### src/rtl/trap_csrfile.sv
// trap_csrfile: machine-mode CSR file with trap entry/return, cycle and
// retired-instruction counters and a level-sensitive timer interrupt.
// Optional feature macro: CSR_MINSTRET_EN builds the minstret counter; when it
// is not defined, 0xB02 reads zero, ignores writes and instret is unused.
module trap_csrfile #(
    parameter int              XLEN      = 64,
    parameter logic [XLEN-1:0] MTVEC_RST = '0,
    parameter logic [XLEN-1:0] HARTID    = '0
) (
    input  logic            clk,
    input  logic            rst,
    input  logic            csr_rd_ena,
    input  logic [11:0]     csr_rd_addr,
    output logic [XLEN-1:0] csr_rd_data,
    input  logic            csr_wr_ena,
    input  logic [11:0]     csr_wr_addr,
    input  logic [1:0]      csr_wr_op,
    input  logic [XLEN-1:0] csr_wr_data,
    input  logic            trap_valid,
    input  logic [XLEN-1:0] trap_cause,
    input  logic [XLEN-1:0] trap_pc,
    input  logic            mret_valid,
    input  logic            instret,
    input  logic            timer_irq,
    output logic [XLEN-1:0] trap_vector,
    output logic [XLEN-1:0] mepc_o,
    output logic            irq_pending,
    output logic            csr_illegal
);

    localparam logic [11:0] A_MSTATUS   = 12'h300;
    localparam logic [11:0] A_MISA      = 12'h301;
    localparam logic [11:0] A_MIE       = 12'h304;
    localparam logic [11:0] A_MTVEC     = 12'h305;
    localparam logic [11:0] A_MSCRATCH  = 12'h340;
    localparam logic [11:0] A_MEPC      = 12'h341;
    localparam logic [11:0] A_MCAUSE    = 12'h342;
    localparam logic [11:0] A_MIP       = 12'h344;
    localparam logic [11:0] A_MCYCLE    = 12'hB00;
    localparam logic [11:0] A_MINSTRET  = 12'hB02;
    localparam logic [11:0] A_MVENDORID = 12'hF11;
    localparam logic [11:0] A_MARCHID   = 12'hF12;
    localparam logic [11:0] A_MIMPID    = 12'hF13;
    localparam logic [11:0] A_MHARTID   = 12'hF14;

    localparam logic [1:0] OP_WRITE = 2'b00;
    localparam logic [1:0] OP_SET   = 2'b01;
    localparam logic [1:0] OP_CLEAR = 2'b10;
    localparam logic [1:0] OP_NONE  = 2'b11;

    // Read-view slots; slot 0 is the constant-zero view.
    localparam logic [3:0] V_ZERO     = 4'd0;
    localparam logic [3:0] V_MSTATUS  = 4'd1;
    localparam logic [3:0] V_MISA     = 4'd2;
    localparam logic [3:0] V_MIE      = 4'd3;
    localparam logic [3:0] V_MTVEC    = 4'd4;
    localparam logic [3:0] V_MSCRATCH = 4'd5;
    localparam logic [3:0] V_MEPC     = 4'd6;
    localparam logic [3:0] V_MCAUSE   = 4'd7;
    localparam logic [3:0] V_MIP      = 4'd8;
    localparam logic [3:0] V_MCYCLE   = 4'd9;
    localparam logic [3:0] V_MINSTRET = 4'd10;
    localparam logic [3:0] V_MHARTID  = 4'd11;

    // misa: MXL in the top two bits, 'I' base ISA bit.
    localparam logic [1:0]      MXL      = (XLEN == 32) ? 2'd1 : ((XLEN == 64) ? 2'd2 : 2'd3);
    localparam logic [XLEN-1:0] MISA_VAL = {MXL, {(XLEN-11){1'b0}}, 9'h100};
    localparam logic [XLEN-1:0] ONE      = {{(XLEN-1){1'b0}}, 1'b1};

    // Map an address onto its read-view slot.
    function automatic logic [3:0] csr_idx(input logic [11:0] addr);
        case (addr)
            A_MSTATUS:  csr_idx = V_MSTATUS;
            A_MISA:     csr_idx = V_MISA;
            A_MIE:      csr_idx = V_MIE;
            A_MTVEC:    csr_idx = V_MTVEC;
            A_MSCRATCH: csr_idx = V_MSCRATCH;
            A_MEPC:     csr_idx = V_MEPC;
            A_MCAUSE:   csr_idx = V_MCAUSE;
            A_MIP:      csr_idx = V_MIP;
            A_MCYCLE:   csr_idx = V_MCYCLE;
            A_MINSTRET: csr_idx = V_MINSTRET;
            A_MHARTID:  csr_idx = V_MHARTID;
            default:    csr_idx = V_ZERO;
        endcase
    endfunction

    function automatic logic csr_impl(input logic [11:0] addr);
        case (addr)
            A_MSTATUS, A_MISA, A_MIE, A_MTVEC, A_MSCRATCH, A_MEPC, A_MCAUSE,
            A_MIP, A_MCYCLE, A_MINSTRET, A_MVENDORID, A_MARCHID, A_MIMPID,
            A_MHARTID: csr_impl = 1'b1;
            default:   csr_impl = 1'b0;
        endcase
    endfunction

    // minstret stays "writable" even when not built: its writes vanish quietly.
    function automatic logic csr_writable(input logic [11:0] addr);
        case (addr)
            A_MSTATUS, A_MIE, A_MTVEC, A_MSCRATCH, A_MEPC, A_MCAUSE,
            A_MCYCLE, A_MINSTRET: csr_writable = 1'b1;
            default:              csr_writable = 1'b0;
        endcase
    endfunction

    logic            mst_mie_q, mst_mie_d;
    logic            mst_mpie_q, mst_mpie_d;
    logic            mie_mtie_q, mie_mtie_d;
    logic [XLEN-1:0] mtvec_q, mtvec_d;
    logic [XLEN-1:0] mscratch_q, mscratch_d;
    logic [XLEN-1:0] mepc_q, mepc_d;
    logic [XLEN-1:0] mcause_q, mcause_d;
    logic [XLEN-1:0] mcycle_q, mcycle_d;
    logic [XLEN-1:0] minstret_rd;

    logic [XLEN-1:0] csr_view [16];
    logic [XLEN-1:0] wr_old;
    logic [XLEN-1:0] wr_val;
    logic            wr_go;
    logic            wr_mstatus, wr_mie, wr_mtvec, wr_mscratch;
    logic            wr_mepc, wr_mcause, wr_mcycle, wr_minstret;
    logic [XLEN-1:0] mtvec_base;
    logic            unused_bits;

`ifdef CSR_MINSTRET_EN
    logic [XLEN-1:0] minstret_q, minstret_d;

    // Retired-instruction counter; a CSR write in the same cycle wins.
    always_comb begin
        minstret_d = minstret_q + {{(XLEN-1){1'b0}}, instret};
        if (wr_minstret) begin
            minstret_d = wr_val;
        end
    end

    // Counter register, cleared by reset.
    always_ff @(posedge clk) begin
        if (rst) begin
            minstret_q <= '0;
        end else begin
            minstret_q <= minstret_d;
        end
    end

    assign minstret_rd = minstret_q;
    assign unused_bits = ^{trap_pc[1:0]};
`else
    assign minstret_rd = '0;
    assign unused_bits = ^{trap_pc[1:0], instret, wr_minstret};
`endif

    // Build the architectural read value of every implemented CSR.
    always_comb begin
        for (int i = 0; i < 16; i++) begin
            csr_view[i] = '0;
        end
        csr_view[V_MSTATUS][3]     = mst_mie_q;
        csr_view[V_MSTATUS][7]     = mst_mpie_q;
        csr_view[V_MSTATUS][12:11] = 2'b11;
        csr_view[V_MISA]           = MISA_VAL;
        csr_view[V_MIE][7]         = mie_mtie_q;
        csr_view[V_MTVEC]          = mtvec_q;
        csr_view[V_MSCRATCH]       = mscratch_q;
        csr_view[V_MEPC]           = mepc_q;
        csr_view[V_MCAUSE]         = mcause_q;
        csr_view[V_MIP][7]         = timer_irq;
        csr_view[V_MCYCLE]         = mcycle_q;
        csr_view[V_MINSTRET]       = minstret_rd;
        csr_view[V_MHARTID]        = HARTID;
    end

    // Read-modify-write value and per-register write strobes.
    always_comb begin
        wr_old = csr_view[csr_idx(csr_wr_addr)];
        case (csr_wr_op)
            OP_WRITE: wr_val = csr_wr_data;
            OP_SET:   wr_val = wr_old | csr_wr_data;
            OP_CLEAR: wr_val = wr_old & ~csr_wr_data;
            default:  wr_val = wr_old;
        endcase
        wr_go       = csr_wr_ena && (csr_wr_op != OP_NONE) && csr_writable(csr_wr_addr);
        wr_mstatus  = wr_go && (csr_wr_addr == A_MSTATUS);
        wr_mie      = wr_go && (csr_wr_addr == A_MIE);
        wr_mtvec    = wr_go && (csr_wr_addr == A_MTVEC);
        wr_mscratch = wr_go && (csr_wr_addr == A_MSCRATCH);
        wr_mepc     = wr_go && (csr_wr_addr == A_MEPC);
        wr_mcause   = wr_go && (csr_wr_addr == A_MCAUSE);
        wr_mcycle   = wr_go && (csr_wr_addr == A_MCYCLE);
        wr_minstret = wr_go && (csr_wr_addr == A_MINSTRET);
    end

    // Next state: CSR write first, then mret, then trap so the later one wins.
    always_comb begin
        mst_mie_d  = mst_mie_q;
        mst_mpie_d = mst_mpie_q;
        mepc_d     = mepc_q;
        mcause_d   = mcause_q;
        if (wr_mstatus) begin
            mst_mie_d  = wr_val[3];
            mst_mpie_d = wr_val[7];
        end
        if (wr_mepc) begin
            mepc_d = {wr_val[XLEN-1:2], 2'b00};
        end
        if (wr_mcause) begin
            mcause_d = wr_val;
        end
        if (mret_valid) begin
            mst_mie_d  = mst_mpie_q;
            mst_mpie_d = 1'b1;
        end
        if (trap_valid) begin
            mst_mpie_d = mst_mie_q;
            mst_mie_d  = 1'b0;
            mepc_d     = {trap_pc[XLEN-1:2], 2'b00};
            mcause_d   = trap_cause;
        end
        mie_mtie_d = wr_mie ? wr_val[7] : mie_mtie_q;
        // Only direct (00) and vectored (01) modes exist; anything else is direct.
        mtvec_d    = wr_mtvec ? {wr_val[XLEN-1:2], (wr_val[1:0] == 2'b01) ? 2'b01 : 2'b00}
                              : mtvec_q;
        mscratch_d = wr_mscratch ? wr_val : mscratch_q;
        mcycle_d   = wr_mcycle ? wr_val : (mcycle_q + ONE);
    end

    // State registers; reset overrides trap, mret and CSR writes.
    always_ff @(posedge clk) begin
        if (rst) begin
            mst_mie_q  <= 1'b0;
            mst_mpie_q <= 1'b0;
            mie_mtie_q <= 1'b0;
            mtvec_q    <= MTVEC_RST;
            mscratch_q <= '0;
            mepc_q     <= '0;
            mcause_q   <= '0;
            mcycle_q   <= '0;
        end else begin
            mst_mie_q  <= mst_mie_d;
            mst_mpie_q <= mst_mpie_d;
            mie_mtie_q <= mie_mtie_d;
            mtvec_q    <= mtvec_d;
            mscratch_q <= mscratch_d;
            mepc_q     <= mepc_d;
            mcause_q   <= mcause_d;
            mcycle_q   <= mcycle_d;
        end
    end

    assign mtvec_base  = {mtvec_q[XLEN-1:2], 2'b00};
    // Vectored entry only for interrupts (cause MSB set); offset is 4*code.
    assign trap_vector = ((mtvec_q[1:0] == 2'b01) && trap_cause[XLEN-1])
                         ? (mtvec_base + {trap_cause[XLEN-3:0], 2'b00})
                         : mtvec_base;
    assign mepc_o      = mepc_q;
    assign irq_pending = mst_mie_q & mie_mtie_q & timer_irq;
    assign csr_rd_data = (csr_rd_ena && !rst) ? csr_view[csr_idx(csr_rd_addr)] : '0;
    assign csr_illegal = (csr_rd_ena && !csr_impl(csr_rd_addr))
                      || (csr_wr_ena && !csr_writable(csr_wr_addr));

endmodule

### config.mk
export PLATFORM = sky130hd
export DESIGN_NAME = trap_csrfile
export DESIGN_NICKNAME = d
export VERILOG_FILES = /design/src/rtl/trap_csrfile.sv
export SDC_FILE = /design/constraint.sdc
export NUM_CORES = 2
export LEC_CHECK = 0
export ABC_AREA = 0
export CORE_MARGIN = 3
export CORE_UTILIZATION = 47
export CTS_CLUSTER_DIAMETER = 30
export DETAILED_ROUTE_END_ITERATION = 10
export GPL_ROUTABILITY_DRIVEN = 0
export PLACE_DENSITY = 0.82
export SKIP_CTS_REPAIR_TIMING = 1
export SLEW_MARGIN = 20
export SYNTH_ARGS = -nofsm -noshare
export SYNTH_HDL_FRONTEND = slang
export SYNTH_SLANG_ARGS = --single-unit
### constraint.sdc
create_clock -name clk -period 9.9 [get_ports clk]
set_input_delay 1.98 -clock clk [delete_from_list [all_inputs] [get_ports clk]]
set_output_delay 1.98 -clock clk [all_outputs]
set_load 0.01 [all_outputs]
==> results.yml <==
run_status:
  status: "finished clean"
worst_setup_path:
  regToRegEndpoint: "mcycle_q[62]"
  worst-setup-path-type: "in -> out"
  critPathLaunch: "trap_cause[0]"
  worst_setup_path_end_kind: "output port"
  crit_end: "trap_vector[60]"
  cpPeakStageDelay_ns: 0.68
  r2r_start: "mcycle_q[10]"
  cp.required_ns: 7.92
  cp_max_fo: 4
  startpoint_type: "input pin"
  crit_path_cell_trace: "clkdlybuf4s50_1 -> ha_1 -> inv_1 -> fa_1 -> nor2b_1 -> o31ai_1 -> a211o_1 -> a21oi_1 -> o21ai_1 -> o41ai_2 -> a211oi_2 -> o21ai_1 -> a21oi_1 -> o211ai_1 -> clkdlybuf4s50_1"
  crit_slowest_cell: "o41ai_2"
  r2r_slack_ns: 6.09
  arrival_ns: 6.85
  reg2regPathDepth: 9
detailed_routing:
  drc: 0
  vias_per_cell: 6.41
  drtIter0Drc: 3829
  dr.pass1.iters: 8
  routedWlPerCell_um: 22.7
  vias: 27400
  ant_nets: 0
  routed_wl_um: 96900
clock_tree:
  cts_htree_levels: 3
  tritoncts: "done"
  clk_latency_ns: 0.62
  clk_path_buf_depth: 3
  clock_sinks: 320
  cts.clk_slew.worst_paths_ns: 0.04
  cts-buffers-inserted: 83
  clockRootBuffer: "clkbuf_16"
global_route:
  grtUsageTotal_pct: 34.8
  grt_max_degree: 126
  grt_pass1_wl_um: 147000
  first_global_vias: 26000
  antenna_found_initial: 4
  overflow: 0
final_layout:
  area_growth_pct: 30.1
  num-fill-cells: 4172
  multi_input_area_sq_um: 15500
  drive_gt1_share_pct: 7.68
  seq_area_sq_um: 6410
  fin_util_pct: 62.3
  nets: 3829
synth:
  synthTopCellsByCount: "561 x nand2_1, 359 x nor2_1, 322 x a21oi_1, 320 x dfxtp_1, 225 x clkbuf_1"
  postSynthCellCount: 3290
  yosys_most_used_dff: "dfxtp_1"
  syn_area_sq_um: 23600
  yosys_warnings: 0
  synth.area.top_cells: "dfxtp_1 27%, nand2_1 8.9%, a21oi_1 6.8%"
  synth_seq_cells: 320
  postSynth.asyncResetShare_pct: 0
  synth_edf_count: 0
  ys_types: 87
  seq_area_frac_synth_pct: 27.2
  synth_most_common_cell: "nand2_1"
  yosysTopAreaCell: "dfxtp_1"
  syn_avg_cell_area_sq_um: 7.17
  synth_top_area_share_pct: 27.2
sta:
  worstMarginPinSlew_ns: 1.13
  fin_skew_ns: 0.0181
  rsz0062_at_grt: "no"
  maxSlewViolCount: 0
  relSlewSlack_pct: 24.5
  layout_min_cycle_time_ns: 8.83
  fin_crit_sh_pct: 89.2
  hold_viol_final: 0
  setup-tns-final_ns: 0
  setup_viol: 0
  fmax_mhz: 113
pwr:
  pwr-share-comb_pct: 9.1
  p_leak_nw: 11.6
  ir_worst_vdd_mv: 0.110
  p_sw_w: 0.00116
  switching_share_pct: 25.0
  power_frac_seq_pct: 29.4
  powerDensity_nw_per_um2: 150
  p_int_w: 0.00346
  power.share.clock_pct: 61.5
min_path:
  hold_path_class: "reg -> reg"
placement:
  port-buffer-count: 412
  hpwlAfterDp_um: 62400
run:
  cap_violations: 0
floorplan:
  rows: 81
  num_io_pins: 420
  die_w_um: 230
  die_area_sq_um: 52900
  die_h_um: 230
  initial_core_util_pct: 47.9
  core_area_sq_um: 49300
[power groups by stage]
stage                     registers [W]  logic, W  clock network, W
after floorplan                 0.00138  0.000199                 0
after global placement          0.00138  0.000398                 0
after detailed placement        0.00138  0.000403                 0
after CTS                       0.00136  0.000407           0.00283
after global routing            0.00136  0.000443           0.00290
final                           0.00136  0.000419           0.00284
[how the worst min path moves through the flow]
stage | startpoint | to | slack (ns) | cells after the start
4_1_cts | mepc_o[12] | mepc_o[12] | 0.48 | 2
3_3_place_gp | mscratch_q[1] | mscratch_q[1] | 0.45 | 2
5_1_grt | mscratch_q[1] | mscratch_q[1] | 0.50 | 2
3_5_place_dp | mscratch_q[1] | mscratch_q[1] | 0.47 | 2
2_1_floorplan | mscratch_q[1] | mscratch_q[1] | 0.44 | 2
6_report | mepc_o[12] | mepc_o[12] | 0.48 | 2
[metrics by stage]
| stage | area, sq um | hold slack, ns | setup WS (ns) | instances | total power, W |
|---|---|---|---|---|---|
| final | 30700 | 0.480 | 1.07 | 4276 | 0.00462 |
| after global routing | 30700 | 0.503 | 1.02 | 4276 | 0.00471 |
| after CTS | 30700 | 0.476 | 1.24 | 4272 | 0.00460 |
| after detailed placement | 27700 | 0.468 | 1.28 | 4119 | 0.00178 |
| after global placement | 27700 | 0.454 | 1.27 | 4119 | 0.00178 |
| after floorplan | 23600 | 0.444 | 3.31 | 3293 | 0.00158 |
[area by class of cell]
class,instances,share of cell area (%)
Timing Repair Buffer,443,14.3
Inverter,150,1.83
Antenna cell,4,0.0326
Tap cell,664,2.71
Clock inverter,48,2.22
Multi-Input combinational cell,2542,50.7
Clock buffer,105,7.33
Sequential cell,320,20.9
[kinds of logic (layout without fill, tap and decap cells)]
family	after synthesis	count (layout)	share of synthesized area, %
and+or+nand+nor	1294	1294	24.2
AOI/OAI and AO/OA	990	990	27.3
buffers and inverters	431	746	7.46
DFF	320	320	27.2
xor gates and xnor gates	118	118	4.38
muxes	73	73	6.07
adders and majority gates	63	63	3.37
other	1	8	0.0159
[registers in the layout (all words and copies together), names as in the netlist]
register    count
mcycle_q       64
mcause_q       64
mepc_o         62
mtvec_q        63
mscratch_q     64
mst_mpie_q      1
mie_mtie_q      1
mst_mie_q       1
[critical path: cells and delay by family]
kind	cells	cell delay, ns
adders and majority gates	2	0.66
buffers and inverters	3	1.27
and+or+nand+nor	1	0.17
AOI/OAI and AO/OA	9	2.76
[placed cells by master (no fill, tap or decap), drive strengths merged, types with 13 or more instances in the layout]
cell type,n
clkinvlp,13
a21oi,327
buf,35
nand4,36
inv,154
dfxtp,320
xor2,45
nand2,562
xnor2,73
nor2,359
o21ai,139
nor2b,13
a22oi,68
and3,18
mux2i,16
and2,17
a211oi,142
nand2b,40
o22ai,56
nand3,95
nor3,88
ha,62
clkinv,18
mux4,56
clkbuf,105
a21o,42
bufinv,13
a222oi,53
o211ai,91
clkdlybuf4s50,408
[per-layer routing]
layer | wire, um | global-route usage (%)
met5 | 0 | 0
met4 | 6070 | 21.1
met3 | 13100 | 8.18
met2 | 41700 | 52.9
met1 | 36000 | 44.7
Note: power is estimated with default switching activity, not from simulation.
